$ cat config.mk
export PLATFORM = sky130hd
export DESIGN_NAME = frame_sequencer_flat
export DESIGN_NICKNAME = d
export VERILOG_FILES = /design/src/rtl/frame_sequencer_if.sv /design/src/rtl/frame_sequencer.sv /design/src/flat_wrapper.sv
export SDC_FILE = /design/constraint.sdc
export NUM_CORES = 1
export LEC_CHECK = 0
export CORE_MARGIN = 2
export CORE_UTILIZATION = 45
export CTS_BUF_LIST = sky130_fd_sc_hd__clkbuf_8 sky130_fd_sc_hd__clkbuf_16
export CTS_CLUSTER_DIAMETER = 120
export CTS_CLUSTER_SIZE = 25
export DETAILED_ROUTE_END_ITERATION = 7
export PLACE_DENSITY = 0.69
export SKIP_LAST_GASP = 1
export SYNTH_ARGS = -nofsm -noshare
export SYNTH_HDL_FRONTEND = slang
export SYNTH_SLANG_ARGS = --single-unit
$ cat constraint.sdc
create_clock -name clk -period 5.1 [get_ports clk]
set_clock_uncertainty 0.2 [all_clocks]
set_input_delay 0.51 -clock clk [delete_from_list [all_inputs] [get_ports clk]]
set_output_delay 0.51 -clock clk [all_outputs]
set_load 0.005 [all_outputs]
$ cat src/rtl/frame_sequencer_if.sv
// frame_sequencer_if: control inputs and frame-clock outputs of the frame sequencer.
// master = APU side that drives tick/writes/acks; slave = the sequencer itself.
// Signals: tick, wr, wr_mode, wr_irq_inhibit, irq_ack -> sequencer;
//          quarter_frame, half_frame, frame_irq, step[2:0] <- sequencer.
interface frame_sequencer_if;
  logic       tick;
  logic       wr;
  logic       wr_mode;
  logic       wr_irq_inhibit;
  logic       irq_ack;
  logic       quarter_frame;
  logic       half_frame;
  logic       frame_irq;
  logic [2:0] step;

  modport master (
    output tick, wr, wr_mode, wr_irq_inhibit, irq_ack,
    input  quarter_frame, half_frame, frame_irq, step
  );

  modport slave (
    input  tick, wr, wr_mode, wr_irq_inhibit, irq_ack,
    output quarter_frame, half_frame, frame_irq, step
  );
endinterface

$ cat src/rtl/frame_sequencer.sv
// Purpose: APU frame counter producing quarter/half-frame clock pulses and the frame IRQ.
// Latency: pulses are registered, high for the one clk after the triggering tick edge.
// Backpressure: none; tick is a plain enable and writes/acks are single-cycle strobes.
// Ports: clk, rst (async, active-high); bus (frame_sequencer_if.slave):
//   tick/wr/wr_mode/wr_irq_inhibit/irq_ack in; quarter_frame/half_frame/frame_irq/step out.
module frame_sequencer #(
  parameter int STEP1       = 3729,
  parameter int STEP2       = 7457,
  parameter int STEP3       = 11186,
  parameter int STEP4       = 14915,
  parameter int STEP5       = 18641,
  parameter int WRITE_DELAY = 3
) (
  input  logic               clk,
  input  logic               rst,
  frame_sequencer_if.slave   bus
);

  localparam logic [14:0] S1 = 15'(STEP1);
  localparam logic [14:0] S2 = 15'(STEP2);
  localparam logic [14:0] S3 = 15'(STEP3);
  localparam logic [14:0] S4 = 15'(STEP4);
  localparam logic [14:0] S5 = 15'(STEP5);
  localparam int          DW = (WRITE_DELAY > 1) ? $clog2(WRITE_DELAY + 1) : 1;

  logic [14:0]   r_cnt;
  logic          r_mode;
  logic          r_inh;
  logic          r_pend;
  logic [DW-1:0] r_dly;
  logic          r_qf;
  logic          r_hf;
  logic          r_irq;
  logic [2:0]    r_step;

  logic [14:0]   w_cnt_inc;
  logic [14:0]   w_cnt_n;
  logic [2:0]    w_step_n;
  logic          w_q_n;
  logic          w_h_n;
  logic          w_set;
  logic          w_pend_n;
  logic [DW-1:0] w_dly_n;
  logic          w_restart;
  logic          w_rmode;

  always_comb begin
    w_cnt_inc = r_cnt + 15'd1;
    w_cnt_n   = r_cnt;
    w_step_n  = r_step;
    w_q_n     = 1'b0;
    w_h_n     = 1'b0;
    w_set     = 1'b0;
    w_pend_n  = r_pend;
    w_dly_n   = r_dly;
    w_restart = 1'b0;
    w_rmode   = r_mode;

    // A write always (re)arms the restart; only otherwise does a tick count it down.
    if (bus.wr) begin
      if (WRITE_DELAY == 0) begin
        w_restart = 1'b1;
        w_rmode   = bus.wr_mode;
      end else begin
        w_pend_n = 1'b1;
        w_dly_n  = DW'(WRITE_DELAY);
      end
    end else if (bus.tick && r_pend) begin
      if (r_dly == DW'(1)) begin
        w_restart = 1'b1;
        w_pend_n  = 1'b0;
      end else begin
        w_dly_n = r_dly - DW'(1);
      end
    end

    // Restart overrides any step event on the same edge. Sequencing uses the
    // mode that was in force before this edge's write latches.
    if (w_restart) begin
      w_cnt_n  = '0;
      w_step_n = 3'd0;
      w_q_n    = w_rmode;
      w_h_n    = w_rmode;
    end else if (bus.tick) begin
      w_cnt_n = w_cnt_inc;
      if (w_cnt_inc == S1) begin
        w_q_n    = 1'b1;
        w_step_n = 3'd1;
      end else if (w_cnt_inc == S2) begin
        w_q_n    = 1'b1;
        w_h_n    = 1'b1;
        w_step_n = 3'd2;
      end else if (w_cnt_inc == S3) begin
        w_q_n    = 1'b1;
        w_step_n = 3'd3;
      end else if ((w_cnt_inc == S4) && !r_mode) begin
        w_q_n    = 1'b1;
        w_h_n    = 1'b1;
        w_step_n = 3'd4;
        w_cnt_n  = '0;
        w_set    = !r_inh;
      end else if ((w_cnt_inc == S5) && r_mode) begin
        w_q_n    = 1'b1;
        w_h_n    = 1'b1;
        w_step_n = 3'd5;
        w_cnt_n  = '0;
      end else if (w_cnt_inc == 15'd0) begin
        // Natural 15-bit wrap (mode dropped to 4-step past STEP4): silent restart.
        w_step_n = 3'd0;
      end
    end
  end

  always_ff @(posedge clk or posedge rst) begin
    if (rst) begin
      r_cnt  <= '0;
      r_mode <= 1'b0;
      r_inh  <= 1'b0;
      r_pend <= 1'b0;
      r_dly  <= '0;
      r_qf   <= 1'b0;
      r_hf   <= 1'b0;
      r_irq  <= 1'b0;
      r_step <= 3'd0;
    end else begin
      r_cnt  <= w_cnt_n;
      r_step <= w_step_n;
      r_qf   <= w_q_n;
      r_hf   <= w_h_n;
      r_pend <= w_pend_n;
      r_dly  <= w_dly_n;
      if (bus.wr) begin
        r_mode <= bus.wr_mode;
        r_inh  <= bus.wr_irq_inhibit;
      end
      // Setting beats any clear arriving on the same edge.
      if (w_set) begin
        r_irq <= 1'b1;
      end else if ((bus.wr && bus.wr_irq_inhibit) || bus.irq_ack) begin
        r_irq <= 1'b0;
      end
    end
  end

  assign bus.quarter_frame = r_qf;
  assign bus.half_frame    = r_hf;
  assign bus.frame_irq     = r_irq;
  assign bus.step          = r_step;

endmodule

$ cat src/flat_wrapper.sv
// flat-port wrapper written by rule: the top's interface ports become plain ports
module frame_sequencer_flat 
#(
  parameter int STEP1       = 3729,
  parameter int STEP2       = 7457,
  parameter int STEP3       = 11186,
  parameter int STEP4       = 14915,
  parameter int STEP5       = 18641,
  parameter int WRITE_DELAY = 3
)
  (clk, rst, bus_tick, bus_wr, bus_wr_mode, bus_wr_irq_inhibit, bus_irq_ack, bus_quarter_frame, bus_half_frame, bus_frame_irq, bus_step);
  frame_sequencer_if bus_i ();
  input  logic clk;
  input  logic rst;
  input wire logic [$bits(bus_i.tick)-1:0] bus_tick;
  input wire logic [$bits(bus_i.wr)-1:0] bus_wr;
  input wire logic [$bits(bus_i.wr_mode)-1:0] bus_wr_mode;
  input wire logic [$bits(bus_i.wr_irq_inhibit)-1:0] bus_wr_irq_inhibit;
  input wire logic [$bits(bus_i.irq_ack)-1:0] bus_irq_ack;
  output wire logic [$bits(bus_i.quarter_frame)-1:0] bus_quarter_frame;
  output wire logic [$bits(bus_i.half_frame)-1:0] bus_half_frame;
  output wire logic [$bits(bus_i.frame_irq)-1:0] bus_frame_irq;
  output wire logic [$bits(bus_i.step)-1:0] bus_step;
  assign bus_i.tick = bus_tick;
  assign bus_i.wr = bus_wr;
  assign bus_i.wr_mode = bus_wr_mode;
  assign bus_i.wr_irq_inhibit = bus_wr_irq_inhibit;
  assign bus_i.irq_ack = bus_irq_ack;
  assign bus_quarter_frame = bus_i.quarter_frame;
  assign bus_half_frame = bus_i.half_frame;
  assign bus_frame_irq = bus_i.frame_irq;
  assign bus_step = bus_i.step;
  frame_sequencer #(.STEP1(STEP1), .STEP2(STEP2), .STEP3(STEP3), .STEP4(STEP4), .STEP5(STEP5), .WRITE_DELAY(WRITE_DELAY)) u_core (.clk(clk), .rst(rst), .bus(bus_i));
endmodule
# After elaboration in Yosys (flattened, before gate mapping)
# Cells that the tools add are included.
[totals] in_bits=7 elab_cells=78 latchBits=0 ff_bits=26 rom_bits=0 out_inout_bits=6 memories=0 mem_bits_rw=0
[classes] n_reduce_logical=16 div_mod_pow=0 order_cmp=0 add_sub_neg=2 n_bitwise=0 muxes=44 eq_ne=7 shift=0 mul=0
[ops] op="15-bit 2-to-1 mux" n=7
[ops] op="15-bit by 14-bit equality test with 1-bit output, second input constant" n=2
[ops] op="1-bit 2-to-1 mux" n=26
[ops] op="3-bit 2-to-1 mux" n=8
[ops] op="15-bit by 1-bit adder with 15-bit output, second input constant" n=1
[ops] op="15-bit by 12-bit equality test with 1-bit output, second input constant" n=1
[ops] op="15-bit by 13-bit equality test with 1-bit output, second input constant" n=1
[ops] op="15-bit equality test, second input constant" n=1
[ops] op="15-bit zero test" n=1
[ops] op="2-bit nonzero test" n=4
[ops] op="7-bit nonzero test" n=1
[ops] op="2-bit 2-to-1 mux" n=3
[ops] op="2-bit AND reduction" n=3
[ops] op="1-bit logical AND" n=4
[ops] op="2-bit by 1-bit equality test with 1-bit output, second input constant" n=1
[ops] op="1-bit zero test" n=2
[ops] op="2-bit != test, second input constant" n=1
[ops] op="2-bit by 1-bit subtractor with 2-bit output, second input constant" n=1
[ops] op="1-bit logical OR" n=1

# Logic depth before layout (Yosys ltp)
[depth] depth_word=10 mapped_depth=10

# Worst setup path after synthesis
# OpenSTA, ideal clock, no wires.
[synth_path] path_kind="register to register" startpoint="register u_core.r_cnt[0]" endpoint="register u_core.r_cnt[11]" path_buffers=0 stages_incl_launch_ff=10 setup_slack_ns=2.219 t_required_ns=4.779 setup_time_ns=0.121 t_arrival_ns=2.560 cell_sequence="dfrtp_1 -> ha_1 -> nand4_2 -> or3_4 -> xor2_4 -> nand3_2 -> or4_4 -> nand3_1 -> o21ai_0 -> a22o_1"
[synth_between] elab_chain_len=10
[synth_rtl] item="from (decl)" line_no="frame_sequencer.sv:26" text="logic [14:0] r_cnt;"
[synth_rtl] item="from (signal assigned)" line_no="frame_sequencer.sv:126" text="r_cnt <= w_cnt_n;"
[synth_rtl] item="15-bit by 1-bit adder with 15-bit output *" line_no="frame_sequencer.sv:48" text="w_cnt_inc = r_cnt + 15'd1;"
[synth_rtl] item="15-bit equality test" line_no="frame_sequencer.sv:102" text="end else if ((w_cnt_inc == S5) && r_mode) begin"
[synth_rtl] item="1-bit logical AND" line_no="frame_sequencer.sv:102"
[synth_rtl] item="15-bit 2-to-1 mux" line_no="frame_sequencer.sv:102"
[synth_rtl] item="15-bit 2-to-1 mux" line_no="frame_sequencer.sv:96" text="end else if ((w_cnt_inc == S4) && !r_mode) begin"
[synth_rtl] item="15-bit 2-to-1 mux" line_no="frame_sequencer.sv:93" text="end else if (w_cnt_inc == S3) begin"
[synth_rtl] item="15-bit 2-to-1 mux" line_no="frame_sequencer.sv:89" text="end else if (w_cnt_inc == S2) begin"
[synth_rtl] item="15-bit 2-to-1 mux *" line_no="frame_sequencer.sv:86" text="if (w_cnt_inc == S1) begin"
[synth_rtl] item="15-bit 2-to-1 mux *" line_no="frame_sequencer.sv:84" text="end else if (bus.tick) begin"
[synth_rtl] item="15-bit 2-to-1 mux *" line_no="frame_sequencer.sv:79" text="if (w_restart) begin"
# Every way passes the cells marked *; elsewhere a longest branch is shown, timed or not. The select of a mux whose other input is x is not followed.
# A chain may end at the register's enable or synchronous reset.

# Worst setup path after layout
[layout_path] startpoint="register u_core.r_cnt[1]" endpoint="register u_core.r_cnt[9]"
# Same word-level chain as after synthesis.

==> metrics.csv <==
metric;value;unit
status;finished, final reports clean;
hold_viol;0;
critPathCaptureType;flop;
power_density;293;nW/um^2
synth_seq_cells;26;
ant_nets;0;
htree_levels;1;
die-area;5350;sq um
slew_headroom;0.344;
total_power;665;uW
insertion_delay;0.28;ns
core-area;4660;sq um
min_period;3.56;ns
dr.pass1.iters;4;
viasPerCell;6.28;
grt_overflow_total;0;
final_util;0.488;
seq_area_frac_synth;0.303;
wirelength;5240;um
cts_resized;0;
row_count;25;
nets;242;
netlist_area;2150;sq um
rsz0062_at_grt;false;
antenna_found_initial;0;
first_global_vias;1709;
clockBufferDepth;2;
postCtsSetupBuffers;0;
post_cts_hold_buffer_count;0;
hp-class;reg2reg;
path_cells;ha_1 > nand4_2 > or3_4 > xor2_4 > nand3_2 > or4_4 > nand3_1 > o21ai_0 > a22o_1;
ys_types;64;
yosys_warnings;0;
grt_usage;0.213;
die_w;73.1;um
tightest_slew;0.983;ns
syn_avg_cell_area;9.52;sq um
crit_path_top_delay_cell;dfrtp_1;
start_util;0.461;
grt_start_max_net_pins;27;
clock-root-buffer;clkbuf_8;
port_buffers;12;
synth_area_leaders;dfrtp_1 (30%), xnor2_1 (4.9%), nand2_1 (4.2%);
area_delta_synth_final;5.64;%
synthFlopType;dfrtp_1;
setup_viol;0;
globalplace.congestion;0.953;
dr.first_iter.drc_count;109;
place_ws;1.61;ns
irDropWorstVdd;0.143;mV
min_from;u_core.r_inh;
slew_viol_final;0;
synth_cells;226;
p_sw_frac;0.373;
insertedDiodeCount;0;
max_stage_delay;0.57;ns
grt_pass1_wl;8780;um
clock-sinks;26;
critical_path_class;reg2reg;
clkPwrFrac;0.266;
worstSetupStartpoint;u_core.r_cnt[1];
drive_gt1_frac;0.145;
fmax;281;MHz
p_leak;0.000908;uW
netlist.area_leader.share;0.303;
period_share;0.698;
wire_per_inst;18.6;um
synth-edff-count;0;
setup_tns;0;ns
cts_made_buffers;3;
comb_power_share;0.278;
path_max_fanout;12;
ys_top_cells_by_count;dfrtp_1 (26), nand2_1 (24), nor2_1 (14);
required;5.07;ns
vias;1770;
synth_most_common_cell;dfrtp_1;
cap_viol_max_count;0;
intPower;417;uW
clkTransAtPathRegs;0.09;ns
cts_tree;done;
pin_count;13;
drc_errors;0;
die_h;73.1;um
synthArstFlopShare;1.00;
synthesis.nets;239;
dp_hpwl;3810;um
r2r-start;u_core.r_cnt[1];
holdWs;0.292;ns
yosys.area.top_type;dfrtp_1;
p_seq_frac;0.456;
startpoint_type;flop;
switching_power;248;uW
critical_path_arrival;3.53;ns
layout_setup_ws;1.54;ns
## registers in the layout, indices dropped and copies added (netlist names)
name and count:
u_core.r_inh 1, u_core.r_mode 1, u_core.bus.step 3, u_core.bus.half_frame 1, u_core.r_cnt 15, u_core.r_pend 1, u_core.r_dly 2, u_core.bus.frame_irq 1
u_core.bus.quarter_frame 1
## power by group through the flow
stage | clock [uW] | combinational [uW] | sequential (uW)
floorplan | 0 | 207 | 254
global placement | 0 | 181 | 304
global route | 187 | 204 | 310
finish | 177 | 185 | 303
detailed placement | 0 | 181 | 305
CTS | 182 | 182 | 301
## final timing paths
| kind | depth (start not counted) | slack, ns | end |
|---|---|---|---|
| setup / recovery | 9 | 1.54 | u_core.r_cnt[9] |
| hold / removal | 1 | 0.29 | u_core.bus.frame_irq |
| hold reg to reg | 1 | 0.29 | u_core.bus.frame_irq |
| min in group asynchronous | 2 | 0.55 | u_core.r_cnt[3] |
| setup reg to reg | 9 | 1.54 | u_core.r_cnt[9] |
| max in group asynchronous | 2 | 3.54 | u_core.r_cnt[9] |
## metrics by stage
step,instance area (sq um),cells
floorplan,2150,226
global placement,2200,278
detailed placement,2200,278
CTS,2270,282
global route,2270,282
finish,2270,282
## worst max-delay path, delay by kind of cell (launching register included)
family	cells	cell delay [ns]
adder cells (fa/ha/maj)	1	0.51
AO/OA/AOI/OAI	2	0.32
flip-flops	1	0.57
XOR/XNOR	1	0.20
AND/OR/NAND/NOR	5	1.65
## logic make-up after synthesis
family	after synthesis	share of synthesized area
buffers and inverters	22	0.0797
muxes	2	0.00989
xor gates and xnor gates	19	0.0948
adders and majority gates	6	0.0349
DFF	26	0.302
and+or+nand+nor	100	0.298
AOI/OAI and AO/OA	51	0.180
## metal layers
metal | global-route usage | vias to the layer above | part of all wire
met5 | 0 | - | 0
met1 | 0.305 | 869 | 0.47
met3 | 0.0262 | 7 | 0.049
li1 | - | 834 | -
met2 | 0.332 | 60 | 0.47
met4 | 0.0720 | 0 | 0.014
## layout by cell type (no fill, tap or decap), types with 4 or more instances in the layout
cell,n
inv_1,7
clkdlybuf4s50_1,12
nand4b_1,4
o2bb2ai_1,4
o31ai_1,5
nand2_1,24
nor4_1,5
ha_1,6
xnor2_1,12
nor2_1,14
xor2_1,5
nor3_1,4
nand3_1,10
dfrtp_1,26
a22o_1,7
a21oi_1,4
o21ai_0,13
## area by class of cell
type	count	area, sq um
tap	54	67.6
sequential	26	651
inverter	7	26.3
fill	439	2390
clock inverter	1	30.0
clock buffer	3	41.3
multi-input combinational	178	1330
timing repair buffer	13	128
Note: power is estimated with default switching activity, not from simulation.
